[src/rtl/float_to_int_if.sv]
// Operand/result handshake bundle for the float-to-int converter.
interface float_to_int_if;
  logic        in_valid;
  logic        in_ready;
  logic [15:0] in_data;
  logic        out_valid;
  logic        out_ready;
  logic [15:0] out_data;
  logic        overflow;
  logic        inexact;

  // Execute stage side: supplies operands, consumes results.
  modport master (
    output in_valid, in_data, out_ready,
    input  in_ready, out_valid, out_data, overflow, inexact
  );

  // Converter side.
  modport slave (
    input  in_valid, in_data, out_ready,
    output in_ready, out_valid, out_data, overflow, inexact
  );
endinterface

[src/rtl/float_to_int.sv]
// Multi-cycle 16-bit float to 16-bit integer converter (truncate toward zero).
// Magnitude alignment uses a one-bit-per-cycle shifter, so latency depends
// on the exponent.
module float_to_int #(
  parameter int BIAS    = 127,
  parameter bit SAT_NAN = 1'b1
) (
  input logic          clk,
  input logic          reset,
  float_to_int_if.slave bus
);

  typedef enum logic [2:0] {
    IDLE     = 3'd0,
    CLASSIFY = 3'd1,
    SHIFT    = 3'd2,
    NEGATE   = 3'd3,
    DONE     = 3'd4
  } state_t;

  state_t r_state, w_state_nx;

  logic [15:0] r_op,   w_op_nx;
  logic [15:0] r_mag,  w_mag_nx;
  logic [3:0]  r_cnt,  w_cnt_nx;
  logic        r_left, w_left_nx;
  logic [15:0] r_out,  w_out_nx;
  logic        r_ovf,  w_ovf_nx;
  logic        r_inx,  w_inx_nx;

  // Operand fields and unbiased exponent decoded from the latched operand.
  logic              w_sign;
  logic [7:0]        w_exp;
  logic [6:0]        w_trail;
  logic signed [9:0] w_unb;
  logic signed [9:0] w_dist;
  logic signed [9:0] w_abs;
  logic [15:0]       w_sat;

  assign w_sign  = r_op[15];
  assign w_exp   = r_op[14:7];
  assign w_trail = r_op[6:0];
  assign w_unb   = $signed({2'b00, w_exp}) - $signed(10'(BIAS));
  assign w_dist  = w_unb - 10'sd7;
  assign w_abs   = w_dist[9] ? -w_dist : w_dist;
  assign w_sat   = w_sign ? 16'h8000 : 16'h7FFF;

  assign bus.in_ready  = (r_state == IDLE);
  assign bus.out_valid = (r_state == DONE);
  assign bus.out_data  = r_out;
  assign bus.overflow  = r_ovf;
  assign bus.inexact   = r_inx;

  // State and datapath registers, cleared asynchronously.
  always_ff @(posedge clk or posedge reset) begin
    if (reset) begin
      r_state <= IDLE;
      r_op    <= '0;
      r_mag   <= '0;
      r_cnt   <= '0;
      r_left  <= 1'b0;
      r_out   <= '0;
      r_ovf   <= 1'b0;
      r_inx   <= 1'b0;
    end else begin
      r_state <= w_state_nx;
      r_op    <= w_op_nx;
      r_mag   <= w_mag_nx;
      r_cnt   <= w_cnt_nx;
      r_left  <= w_left_nx;
      r_out   <= w_out_nx;
      r_ovf   <= w_ovf_nx;
      r_inx   <= w_inx_nx;
    end
  end

  // Next-state and datapath update for each conversion phase.
  always_comb begin
    w_state_nx = r_state;
    w_op_nx    = r_op;
    w_mag_nx   = r_mag;
    w_cnt_nx   = r_cnt;
    w_left_nx  = r_left;
    w_out_nx   = r_out;
    w_ovf_nx   = r_ovf;
    w_inx_nx   = r_inx;

    case (r_state)
      IDLE: begin
        if (bus.in_valid) begin
          w_op_nx    = bus.in_data;
          w_state_nx = CLASSIFY;
        end
      end

      CLASSIFY: begin
        w_state_nx = DONE;
        w_out_nx   = '0;
        w_ovf_nx   = 1'b0;
        w_inx_nx   = 1'b0;
        if (w_exp == 8'd0) begin
          // Denormals flush to zero; a nonzero trail is lost precision.
          w_inx_nx = (w_trail != 7'd0);
        end else if (w_exp == 8'hFF) begin
          w_ovf_nx = 1'b1;
          if (SAT_NAN || (w_trail == 7'd0))
            w_out_nx = w_sat;
        end else if (w_unb < 0) begin
          w_inx_nx = 1'b1;
        end else if (w_unb >= 10'sd15) begin
          // -32768 is the one exponent-15 value that is representable.
          w_out_nx = w_sat;
          w_ovf_nx = !(w_sign && (w_unb == 10'sd15) && (w_trail == 7'd0));
        end else begin
          w_mag_nx   = {8'h00, 1'b1, w_trail};
          w_cnt_nx   = w_abs[3:0];
          w_left_nx  = !w_dist[9];
          w_state_nx = (w_abs[3:0] != 4'd0) ? SHIFT : NEGATE;
        end
      end

      SHIFT: begin
        if (r_left) begin
          w_mag_nx = {r_mag[14:0], 1'b0};
        end else begin
          w_mag_nx = {1'b0, r_mag[15:1]};
          w_inx_nx = r_inx | r_mag[0];
        end
        w_cnt_nx = r_cnt - 4'd1;
        if (r_cnt <= 4'd1)
          w_state_nx = NEGATE;
      end

      NEGATE: begin
        w_out_nx   = w_sign ? (~r_mag + 16'd1) : r_mag;
        w_state_nx = DONE;
      end

      DONE: begin
        if (bus.out_ready)
          w_state_nx = IDLE;
      end

      default: w_state_nx = IDLE;
    endcase
  end

endmodule

[src/flat_wrapper.sv]
// flat-port wrapper written by rule: the top's interface ports become plain ports
module float_to_int_flat 
#(
  parameter int BIAS    = 127,
  parameter bit SAT_NAN = 1'b1
)
  (clk, reset, bus_in_valid, bus_in_data, bus_out_ready, bus_in_ready, bus_out_valid, bus_out_data, bus_overflow, bus_inexact);
  float_to_int_if bus_i ();
  input logic clk;
  input logic reset;
  input wire logic [$bits(bus_i.in_valid)-1:0] bus_in_valid;
  input wire logic [$bits(bus_i.in_data)-1:0] bus_in_data;
  input wire logic [$bits(bus_i.out_ready)-1:0] bus_out_ready;
  output wire logic [$bits(bus_i.in_ready)-1:0] bus_in_ready;
  output wire logic [$bits(bus_i.out_valid)-1:0] bus_out_valid;
  output wire logic [$bits(bus_i.out_data)-1:0] bus_out_data;
  output wire logic [$bits(bus_i.overflow)-1:0] bus_overflow;
  output wire logic [$bits(bus_i.inexact)-1:0] bus_inexact;
  assign bus_i.in_valid = bus_in_valid;
  assign bus_i.in_data = bus_in_data;
  assign bus_i.out_ready = bus_out_ready;
  assign bus_in_ready = bus_i.in_ready;
  assign bus_out_valid = bus_i.out_valid;
  assign bus_out_data = bus_i.out_data;
  assign bus_overflow = bus_i.overflow;
  assign bus_inexact = bus_i.inexact;
  float_to_int #(.BIAS(BIAS), .SAT_NAN(SAT_NAN)) u_core (.clk(clk), .reset(reset), .bus(bus_i));
endmodule
[config.mk]
export PLATFORM = sky130hd
export DESIGN_NAME = float_to_int_flat
export DESIGN_NICKNAME = d
export VERILOG_FILES = /design/src/rtl/float_to_int_if.sv /design/src/rtl/float_to_int.sv /design/src/flat_wrapper.sv
export SDC_FILE = /design/constraint.sdc
export NUM_CORES = 1
export LEC_CHECK = 0
export ABC_AREA = 1
export CORE_MARGIN = 8
export CORE_UTILIZATION = 58
export CTS_BUF_LIST = sky130_fd_sc_hd__clkbuf_4 sky130_fd_sc_hd__clkbuf_8
export DETAILED_ROUTE_END_ITERATION = 16
export HOLD_SLACK_MARGIN = 0.12
export PLACE_DENSITY_LB_ADDON = 0.15
export SLEW_MARGIN = 0
export SYNTH_ARGS = -nofsm -noshare
export SYNTH_HDL_FRONTEND = slang
export SYNTH_SLANG_ARGS = --single-unit
export TNS_END_PERCENT = 50
[constraint.sdc]
create_clock -name clk -period 2.1 [get_ports clk]
set_input_delay 0.315 -clock clk [delete_from_list [all_inputs] [get_ports clk]]
set_output_delay 0.315 -clock clk [all_outputs]
set_load 0.01 [all_outputs]
Word level (Yosys, flattened, before mapping)
Index checks and enable logic that the tools add are counted.

operators by class
  shift operators = 0
  multiplexer cells = 37
  div/mod/pow operators = 0
  multiply operators = 0
  $lt $le $gt $ge = 3
  equal/unequal tests = 14
  add/subtract/negate cells = 5
  bitwise logic cells = 6
  reduce and logical (&&, ||, !) cells = 16

operator list
  kind                                                                   count
  16-bit two-way mux                                                     11
  16-bit one-hot mux with 2 select lines                                 2
  3-bit two-way mux                                                      7
  4-bit two-way mux                                                      5
  16-bit by 1-bit adder with 16-bit output, second input constant        1
  16-bit NOT                                                             1
  3-bit one-hot mux with 5 select lines                                  1
  2-bit inequality test, second input constant                           7
  5-bit AND reduction                                                    2
  9-bit by 4-bit subtractor with 10-bit output, second input constant    1
  9-bit by 5-bit equality test with 1-bit output, second input constant  1
  9-bit by 5-bit >= comparator with 1-bit output, second input constant  1
  9-bit by 1-bit < comparator with 1-bit output, second input constant   1
  1-bit two-way mux                                                      9
  8-bit by 7-bit subtractor with 9-bit output, second input constant     1
  8-bit equality test, second input constant                             1
  8-bit logical NOT                                                      1
  4-bit one-hot mux with 2 select lines                                  1
  7-bit logical NOT                                                      1
  7-bit nonzero test                                                     1
  3-bit by 2-bit equality test with 1-bit output, second input constant  2
  4-bit by 1-bit <= comparator with 1-bit output, second input constant  1
  4-bit negation                                                         1
  1-bit NOT                                                              4
  13 further kinds                                                       17

storage, ports and cells
  RAM bits = 0
  ROM bits = 0
  bits in registers = 58
  latch bits = 0
  word-level logic and storage cells = 89
  memories = 0
  bits of input ports = 20
  output and inout port bits = 20

Depth between registers and ports, before layout
Gate-level depths: netlist of run 1.

  depth after elaboration = 11
  mapped depth = 15
  gate-level depth less buffers = 15

Least setup slack after synthesis of run 1
OpenSTA, ideal clock, no wires.

  path type = flip-flop to flip-flop
  start point = register u_core.r_op[8]
  end point = register u_core.r_mag[15]
  setup time = 0.128 ns
  required time = 1.972 ns
  clock period less this slack = 1.799 ns
  slack = 0.301 ns
  stages on the path, launching flop included = 11
  data arrival time = 1.670 ns
  path buffers = 1
  cell sequence = dfrtp_1 > ha_1 > nand2_1 > o21ai_0 > a21oi_2 > nand2_1 > nor2_2 > nand4_2 > nand2_4 > buf_6 > o22ai_1

on the way
  longest elaborated chain between the ends = 4
  elaborated cells on any way between the ends = 10
  classes of those cells = add/sub (1); order compare (2); eq/ne (5); reduce/logical (2)

ends and longest elaborated chain
  element                                                                                                                 RTL line                                  source
  from (decl)                                                                                                             float_to_int.sv:23                        logic [15:0] r_op, w_op_nx;
  from (signal assigned)                                                                                                  float_to_int.sv:67                        r_op <= w_op_nx;
  8-bit by 7-bit subtractor with 9-bit output                                                                             float_to_int.sv:43                        assign w_unb = $signed({2'b00, w_exp}) - $signed(10'(BIAS));
  9-bit by 1-bit < comparator with 1-bit output / 9-bit by 5-bit >= comparator with 1-bit output (equally long branches)  float_to_int.sv:108, float_to_int.sv:110
  2-bit inequality test (no source line)                                                                                  --
  5-bit AND reduction (no source line) (*)                                                                                --
  to (signal assigned)                                                                                                    float_to_int.sv:68                        r_mag <= w_mag_nx;
  to (decl)                                                                                                               float_to_int.sv:24                        logic [15:0] r_mag, w_mag_nx;

Mark *: on every way between the ends. The rest lies on a longest branch, timed or not.
A chain may end at the register's enable or synchronous reset.

Worst setup path after layout of run 1
  start point = register u_core.r_op[8]
  end point = register u_core.r_mag[2]

Same word-level chain as after synthesis.

==> key figures, run 1 <==
Clock network
  • Latest clock arrival within the worst-skew pair: roughly 0.35 ns
  • CTS tree: done
  • Longest Clk Path Bufs: 2
  • Clock root cell: clkbuf_8
  • CTS clock-pin slew for the worst setup and hold paths: approximately 0.070 ns
  • Max H-tree Level: 3
  • Sink Count: between 50 and 60
  • TritonCTS buffer count: 9

Synthesis
  • Syn nets: between 400 and 500
  • Top cells by area, synth: dfrtp_1 (43%), nand2_1 (10%), inv_1 (6.3%), nor2_1 (5.1%), a21oi_1 (4.4%)
  • Largest family of logic cells by synthesized area: simple AND/OR/NAND/NOR gates
  • Compound-cell area share of the yosys netlist: 19.6%
  • Warnings from Yosys: 0
  • Synth cell types: 39
  • Synth Instances: between 400 and 500
  • EDFF count, synth: 0
  • Xor/xnor share of the synthesized area: 1.54%
  • Async set or reset register ratio after synthesis: 100%
  • Adder-Cell Fraction of Synth Area: just under 3%
  • Synth Flop Type: dfrtp_1
  • Syn_area_per_cell: between 7 and 8 um^2
  • Simple-gate share of the synthesized area: 23.6%
  • Multiplexer share of the synthesized area: less than 1%
  • Mapped Area: 3410 um^2
  • Synth area leader: dfrtp_1
  • Register area share after synthesis: between 40% and 50%
  • FF+latch count, synth: a little under 60
  • Synth top area share: 42.5%

Global route
  • Initial antenna violation count: 0
  • Largest net degree at the start of global routing: 24
  • First-pass GRT wire length: around 14000 um
  • Grt ovf: 0
  • Vias in the first global route: about 3100
  • GRT Util Overall: roughly 20%

Layout
  • Commonest non-fill, non-tap cells in the layout: nand2_1 (87), dfrtp_1 (57), inv_1 (55)
  • Ratio of cells with drive above 1 in the final layout: about a fifth
  • N_diodes: 0
  • Fin area: around 4300 um^2
  • FF+latch area: 1450 um^2
  • Nets@finish: roughly 530
  • Commonest non-fill, non-tap cell in the layout: nand2_1
  • Post-synthesis to final-layout area growth: 27.0%
  • Number of fill cells: around 460
  • Layout Cells excl Fill: between 500 and 600
  • Multi-input logic area: roughly 1800 um^2
  • Finished Core Util: between 70% and 80%

Power
  • Clock power share: between 10% and 20%
  • Int Power: roughly 3.6 mW
  • Psw: 2.79 mW
  • LEAKAGE: 2.07 nW
  • Switching share of power: roughly 44%
  • Pwr Total: roughly 6.4 mW
  • Pwr dens: between 1000 and 1500 nW/um^2
  • Peak VDD IR: ~0.84 mV
  • Combinational share of power: 55.0%
  • Reg power frac: between 30% and 40%

Floorplanning
  • Die H: just over 90 um
  • Die width: between 90 and 100 um
  • Die area: 8600 um^2
  • Ports: 40
  • Core Area: slightly below 6000 um^2
  • Starting Density: 58.7%
  • # rows: 28

Detailed routing
  • Via count: around 3200
  • Detailed Route Iter0 Violations: ~160
  • Post-route ant nets: 0
  • Detailed Route WL: roughly 8500 um
  • Drt pass-1 iters: 5
  • DRC Markers: 0
  • DR WL/cell: 14.7 um
  • Vias/cell: between 5 and 6

Place
  • Pre-CTS setup slack: about 0.033 ns
  • I/O Buffers: 39
  • Area after DPL: between 3000 and 4000 um^2
  • Placed Cells: 560
  • DP HPWL: around 6000 um
  • Placer Congestion: 0.873

Run status
  • Status: finished, final reports clean

Setup path
  • R2r worst-path depth: 13
  • CP Capture Type: flop
  • Arr. time, crit path: between 2 and 2.5 ns
  • Setup CP Type: flop to flop
  • Worst Path Required: ~2.4 ns
  • Crit path max fanout: 7
  • Setup crit start kind: flop

Timing
  • Fmax: around 0.48 GHz
  • Final Max Tran Viols: 0
  • Min cycle time layout: approximately 2.1 ns
  • Least-Margin Pin Slew: approximately 0.55 ns
  • Tcrit/Tclk final: between 90% and 100%
  • Worst setup margin: around 0.037 ns
  • Setup repair after global routing missed its margin: true
  • Fin Clk Skew: 0.00954 ns
  • Worst slew margin: a little over three fifths
  • Hold Vio Cnt, Final: 0
  • Setup violators final: 0

Run
  • Max-cap violations: 0

Hold path
  • Worst min-delay path class: primary input to asynchronous set/reset pin
[cell type report]
class                      count  area share (%)
inverter                      60            5.25
timing repair buffer          62            14.0
clock inverter                 3           0.346
clock buffer                  12            3.67
multi-input combinational    310            41.1
tap                           75            2.16
sequential                    58            33.5
[worst max-delay path, cell delays in order (launching register included)]
cell and delay (ns):
dfrtp_1 0.42, buf_6 0.13, ha_4 0.15, nand3_2 0.08, o21ai_1 0.15, nand2_1 0.09, nor2_2 0.14, nand2_1 0.09
nor2_2 0.16, nand4_4 0.18, nand2_8 0.17, buf_8 0.14, nand2_2 0.05, o21ai_2 0.05
[kinds of logic after synthesis]
family          Yosys count
xor+xnor                  6
mux                       3
flops                    58
fa+ha+maj                 8
compound gates          108
simple gates            184
buf+inv                  73
[per-stage QoR]
step	setup TNS, ns	hold slack, ns
3_3_place_gp	0	0.464
3_5_place_dp	0	0.472
6_report	0	0.356
4_1_cts	0	0.371
5_1_grt	-1.70	0.404
2_1_floorplan	0	0.459
[per-layer routing]
metal | track usage (%) | up-vias | wire (um)
met5 | 0 | - | 0
met4 | 8.72 | 0 | 223
met3 | 5.74 | 23 | 473
met2 | 35.2 | 107 | 4300
met1 | 22.4 | 1527 | 3530
li1 | - | 1580 | -
[path summary, 6_finish.rpt]
kind	startpoint	end	slack [ns]
worst max-delay path	u_core.r_op[8]$_DFFE_PP0P_	u_core.r_mag[2]$_DFFE_PP0P_	0.04
worst min-delay path	reset	u_core.bus.overflow$_DFFE_PP0P_	0.36
worst max register to register	u_core.r_op[8]$_DFFE_PP0P_	u_core.r_mag[2]$_DFFE_PP0P_	0.04
worst min register to register	u_core.bus.out_data[14]$_DFFE_PP0P_	u_core.bus.out_data[14]$_DFFE_PP0P_	0.48
max in group asynchronous	reset	u_core.r_op[7]$_DFFE_PP0P_	1.24
min in group clk	u_core.bus.out_data[14]$_DFFE_PP0P_	u_core.bus.out_data[14]$_DFFE_PP0P_	0.48
[synth_stat cells, types with 2 or more instances]
master / n
a21oi_1: 30
a21oi_2: 11
a22oi_1: 6
a31oi_1: 2
buf_6: 2
clkbuf_1: 9
dfrtp_1: 58
ha_1: 8
inv_1: 57
inv_2: 3
mux2_2: 3
nand2_1: 91
nand2_2: 8
nand3_1: 17
nand4_1: 3
nor2_1: 46
nor2_2: 3
nor3_1: 5
nor4_1: 3
o21ai_0: 28
o21ai_1: 6
o21ai_2: 7
o221ai_1: 4
o22ai_1: 7
o31ai_1: 4
or2_2: 2
xnor2_1: 2
xor2_1: 4
[state kept, by name (all words and copies together), names as in the netlist]
| signal | cells |
|---|---|
| u_core.r_left | 1 |
| u_core.r_op | 16 |
| u_core.bus.out_data | 16 |
| u_core.r_state | 3 |
| u_core.r_mag | 16 |
| u_core.bus.overflow | 1 |
| u_core.r_cnt | 4 |
| u_core.bus.inexact | 1 |
[repair_timing]
item                       in CTS  in global routing
setup buffers                   0                  4
resized for setup               0                 31
hold buffers                    0                  0
setup endpoints to repair       0                 35
[power groups by stage]
stage / Combinational, mW / Sequential, mW / Clock, mW
3_5_place_dp: 3.20 / 1.91 / 0
4_1_cts: 3.23 / 1.90 / 0.944
3_3_place_gp: 3.12 / 1.89 / 0
5_1_grt: 3.92 / 1.98 / 0.998
2_1_floorplan: 2.15 / 1.92 / 0
6_report: 3.49 / 1.93 / 0.933
Power figures use the tool's default switching activity.
==> inputs of run 2 (changes only) <==
Settings changed: CORE_UTILIZATION 58 to 32, SKIP_LAST_GASP set to 1.
==> key figures, run 2 (synthesized netlist as in run 1, its figures left out) <==
Setup path
  • Arr. time, crit path: between 2 and 2.5 ns
  • Setup crit start kind: flop
  • Worst Path Required: roughly 2.3 ns
  • Setup CP Type: flop to flop
  • CP Capture Type: flop
  • Crit path max fanout: 12

Floorplanning
  • Die width: 119 um
  • Die area: 14200 um^2
  • Ports: 40
  • Core Area: between 10000 and 15000 um^2
  • Starting Density: approximately a third
  • Die H: 119 um
  • # rows: 37

Global route
  • Grt ovf: 0
  • Vias in the first global route: 2943
  • Met3 GRT Util: about 3.6%
  • Gr busiest metal: met2
  • GR Layer Usage met2: between 20% and 30%
  • First-pass GRT wire length: 15000 um
  • Initial antenna violation count: 0
  • GRT Util Overall: 12.9%
  • Largest net degree at the start of global routing: 25
  • Met1 usage: around 16%

Clock network
  • Clock root cell: clkbuf_8
  • Longest Clk Path Bufs: 2
  • Sink Count: 58
  • Latest clock arrival within the worst-skew pair: around 0.34 ns
  • TritonCTS buffer count: 9
  • CTS clock-pin slew for the worst setup and hold paths: roughly 0.070 ns
  • Max H-tree Level: 3
  • CTS tree: done

Timing
  • Least-Margin Pin Slew: about 0.51 ns
  • Tcrit/Tclk final: 94.1%
  • Setup violators final: 0
  • Worst slew margin: 66.0%
  • Setup repair after global routing missed its margin: true
  • Hold Vio Cnt, Final: 0
  • Min cycle time layout: roughly 2.0 ns
  • Fmax: just over 0.5 GHz
  • Final Max Tran Viols: 0
  • Worst setup margin: ~0.12 ns
  • Fin Clk Skew: about 0.0068 ns

Detailed routing
  • Post-route ant nets: 0
  • Vias/cell: 4.70
  • Detailed Route Iter0 Violations: ~140
  • Detailed Route WL: 8960 um
  • DR WL/cell: between 10 and 15 um
  • Drt pass-1 iters: 4
  • Via count: roughly 3000
  • DRC Markers: 0

Power
  • LEAKAGE: roughly 2.1 nW
  • Psw: approximately 2.8 mW
  • Int Power: approximately 3.7 mW
  • Combinational share of power: a little over half
  • Reg power frac: 29.3%
  • Switching share of power: a little over two fifths
  • Clock power share: 15.9%
  • Peak VDD IR: ~0.56 mV
  • Pwr dens: approximately 1500 nW/um^2

Layout
  • Post-synthesis to final-layout area growth: 30.7%
  • N_diodes: 0
  • Ratio of cells with drive above 1 in the final layout: between 20% and 30%
  • Nets@finish: ~530
  • Layout Cells excl Fill: 644
  • Commonest non-fill, non-tap cell in the layout: nand2_1
  • Number of fill cells: approximately 1100
  • Commonest non-fill, non-tap cells in the layout: nand2_1 (85), dfrtp_1 (57), inv_1 (55)

Place
  • Placed Cells: ~620
  • DP HPWL: slightly below 7000 um
  • I/O Buffers: 39
  • Pre-CTS setup slack: -0.00752 ns
  • Placer Congestion: roughly 0.81

Hold path
  • Worst min-delay path class: primary input to asynchronous set/reset pin

Run
  • Max-cap violations: 0

Run status
  • Status: finished, final reports clean
## run 2: path summary, 6_finish.rpt
| path | from | to | slack (ns) | cells after the start |
|---|---|---|---|---|
| worst min register to register | u_core.bus.out_data[14]$_DFFE_PP0P_ | u_core.bus.out_data[14]$_DFFE_PP0P_ | 0.48 | 2 |
| worst max register to register | u_core.r_op[8]$_DFFE_PP0P_ | u_core.bus.out_data[13]$_DFFE_PP0P_ | 0.12 | 13 |
| worst min-delay path | reset | u_core.r_op[14]$_DFFE_PP0P_ | 0.30 | 2 |
| min in group clk | u_core.bus.out_data[14]$_DFFE_PP0P_ | u_core.bus.out_data[14]$_DFFE_PP0P_ | 0.48 | 2 |
| worst max-delay path | u_core.r_op[8]$_DFFE_PP0P_ | u_core.bus.out_data[13]$_DFFE_PP0P_ | 0.12 | 13 |
| max in group asynchronous | reset | u_core.bus.out_data[1]$_DFFE_PP0P_ | 1.32 | 3 |
## run 2: area by class of cell
cell class                      count  area (um^2)  area share [%]
Multi-Input combinational cell    310         1780            39.8
Sequential cell                    58         1450            32.6
Timing Repair Buffer               65          643            14.4
Inverter                           60          228            5.10
Tap cell                          136          170            3.81
Clock buffer                       12          153            3.42
Clock inverter                      3         40.0           0.897
## run 2: critical path, stage by stage (launching register included)
cell and delay [ns]:
dfrtp_2 0.43, ha_4 0.17, nand2_4 0.06, nor2_4 0.11, nand2_1 0.05, nand2_1 0.07
nand2_2 0.06, nor2_4 0.14, nand2_2 0.09, o21ai_0 0.20, nand2_2 0.11, nand3_2 0.12
buf_12 0.16, a21oi_1 0.07
## run 2: layer usage
metal  vias to the layer above  wire length (um)
met1                      1391              4250
li1                       1574                 -
met3                        15               352
met4                         0               165
met5                         -                 0
met2                        49              4190
## run 2: repair_timing
action	CTS	global route
hold buffers	0	0
endpoints found under the setup margin	9	41
gates resized for setup	0	29
gates cloned	0	1
setup buffers	2	3
pin swaps	1	10
## run 2: per-stage QoR
stage,power (mW),utilization (%),hold WS [ns],setup TNS [ns],area (um^2)
5_1_grt,7.11,43.2,0.341,-0.0361,4460
6_report,6.52,43.2,0.304,0,4460
2_1_floorplan,4.07,-,0.459,0,3410
3_5_place_dp,5.25,39.7,0.469,-0.0134,4090
3_3_place_gp,5.23,39.7,0.466,0,4090
4_1_cts,6.32,41.8,0.313,0,4310
## run 2: power by group through the flow
stage	clock network [mW]	registers, mW	logic [mW]
finish	1.04	1.91	3.57
global placement	0	1.91	3.32
global route	1.12	1.97	4.02
detailed placement	0	1.91	3.34
floorplan	0	1.92	2.15
CTS	1.07	1.89	3.37
==> inputs of run 3 (changes only) <==
Settings changed: CAP_MARGIN set to 20, CORE_MARGIN 8 to unset.
==> key figures, run 3 (synthesized netlist as in run 1, its figures left out) <==
Clock network
  • Max H-tree Level: 3
  • CTS clock-pin slew for the worst setup and hold paths: ~0.080 ns
  • Latest clock arrival within the worst-skew pair: 0.35 ns
  • Longest Clk Path Bufs: 2
  • Sink Count: 58
  • TritonCTS buffer count: 9
  • Clock root cell: clkbuf_8
  • CTS tree: done

Floorplanning
  • Ports: 40
  • Starting Density: 33.1%
  • # rows: 37
  • Die width: 105 um
  • Die H: about 110 um
  • Die area: ~11000 um^2
  • Core Area: 10300 um^2

Hold path
  • Worst min-delay path class: primary input to asynchronous set/reset pin

Run status
  • Status: finished, final reports clean

Global route
  • GRT Util Overall: roughly 17%
  • Initial antenna violation count: 0
  • Vias in the first global route: ~3000
  • Grt ovf: 0
  • First-pass GRT wire length: roughly 14000 um
  • Largest net degree at the start of global routing: 59

Detailed routing
  • Met2 WL post-DR: 3850 um
  • Post-route ant nets: 0
  • DR WL/cell: approximately 13 um
  • Drt pass-1 iters: 4
  • Via count: approximately 3000
  • Detailed Route WL: between 8000 and 9000 um
  • DR top layer: met4
  • DRC Markers: 0
  • WL met1: about 4200 um
  • Vias/cell: 4.74
  • Met3 Routed Length: ~320 um
  • Detailed Route Iter0 Violations: around 130

Power
  • Pwr Total: just under 7 mW
  • LEAKAGE: 2.10 nW
  • Peak VDD IR: about 0.54 mV
  • Pwr dens: between 1500 and 2000 nW/um^2

Setup path
  • Critical Path Source: u_core.r_op[8]$_DFFE_PP0P_
  • R2r startpoint: u_core.r_op[8]$_DFFE_PP0P_
  • Setup CP Type: flop to flop
  • Worst Path Required: 2.37 ns
  • Arr. time, crit path: roughly 2.3 ns
  • Setup crit start kind: flop
  • Crit path max fanout: 8
  • CP Capture Type: flop

Place
  • DP HPWL: about 6000 um
  • Placed Cells: 619
  • Pre-CTS setup slack: -0.0318 ns
  • I/O Buffers: 39
  • Placer Congestion: roughly 0.83
  • Area after DPL: 4050 um^2

Timing
  • Setup violators final: 0
  • Worst setup margin: slightly below 0.1 ns
  • Hold Vio Cnt, Final: 0
  • Fin Clk Skew: around 0.021 ns
  • Worst slew margin: 66.9%
  • Fmax: ~0.5 GHz
  • Tcrit/Tclk final: roughly 95%
  • Min cycle time layout: 2.00 ns
  • Setup repair after global routing missed its margin: true
  • Least-Margin Pin Slew: 0.496 ns
  • WHS: roughly 0.33 ns
  • Final Max Tran Viols: 0

Layout
  • Layout Cells excl Fill: 643
  • Nets@finish: 530
  • Post-synthesis to final-layout area growth: 31.1%
  • Ratio of cells with drive above 1 in the final layout: approximately a fifth
  • Fin area: about 4500 um^2
  • Commonest non-fill, non-tap cell in the layout: nand2_1
  • Commonest non-fill, non-tap cells in the layout: nand2_1 (87), dfrtp_1 (58), inv_1 (55)
  • N_diodes: 0

Run
  • Max-cap violations: 0
==> run 3: changes by cell type in the layout (fill, tap and decap cells not counted), moves of 2 or more <==
cell and delta:
ha_4 -2, buf_4 -2, bufinv_16 +2, nand2_2 -2, nand3_2 -2, nand2_1 +2
clkinv_2 -2
==> run 3: routing by layer <==
metal,up-vias,GRT usage (%)
li1,1572,-
met2,70,25.5
met3,12,3.40
met5,-,0
met4,0,6.74
met1,1395,22.6
==> run 3: where the power goes <==
part / switching (mW) / internal (mW) / total [mW]
clock network: 0.482 / 0.867 / 1.35
logic: 1.99 / 1.53 / 3.52
registers: 0.341 / 1.56 / 1.90
==> run 3: final cells by class <==
class / count / area (um^2)
clock buffers: 12 / 159
clock inverters: 4 / 97.6
fillers: 1048 / 5850
inverters: 60 / 228
multi-input cells: 309 / 1730
flip-flops and latches: 58 / 1450
well taps: 136 / 170
repair buffers: 64 / 644
==> run 3: through the flow <==
step | util, % | TNS [ns]
finish | 43.4 | 0
global route | 43.4 | -0.121
CTS | 42.1 | 0
detailed placement | 39.2 | -0.0688
global placement | 39.2 | 0
floorplan | - | 0
==> run 3: what timing repair did <==
item | CTS | global route
setup endpoints to repair | 11 | 40
cloned | 0 | 1
hold buffers | 0 | 0
setup buffers | 4 | 3
resized for setup | 0 | 21
pin swaps | 1 | 6
==> run 3: critical path, cell delays in order, from the launching register on <==
cell,delay [ns]
dfrtp_1,0.40
buf_4,0.15
ha_4,0.15
nand2_1,0.07
inv_1,0.07
nand3_1,0.07
nand2_1,0.08
a21oi_4,0.17
nand2_2,0.08
nor2_2,0.09
nand4_2,0.11
nand2_4,0.18
buf_12,0.13
o21ai_0,0.07
o21ai_1,0.09
==> run 3: final timing paths <==
check / endpoint / slack (ns) / cells past startpoint
setup / recovery: u_core.r_mag[5]$_DFFE_PP0P_ / 0.1 / 14
hold reg to reg: u_core.bus.out_data[12]$_DFFE_PP0P_ / 0.48 / 2
hold / removal: u_core.r_op[2]$_DFFE_PP0P_ / 0.33 / 3
setup reg to reg: u_core.r_mag[5]$_DFFE_PP0P_ / 0.1 / 14
max in group asynchronous: u_core.r_mag[0]$_DFFE_PP0P_ / 1.47 / 3
min in group clk: u_core.bus.out_data[12]$_DFFE_PP0P_ / 0.48 / 2
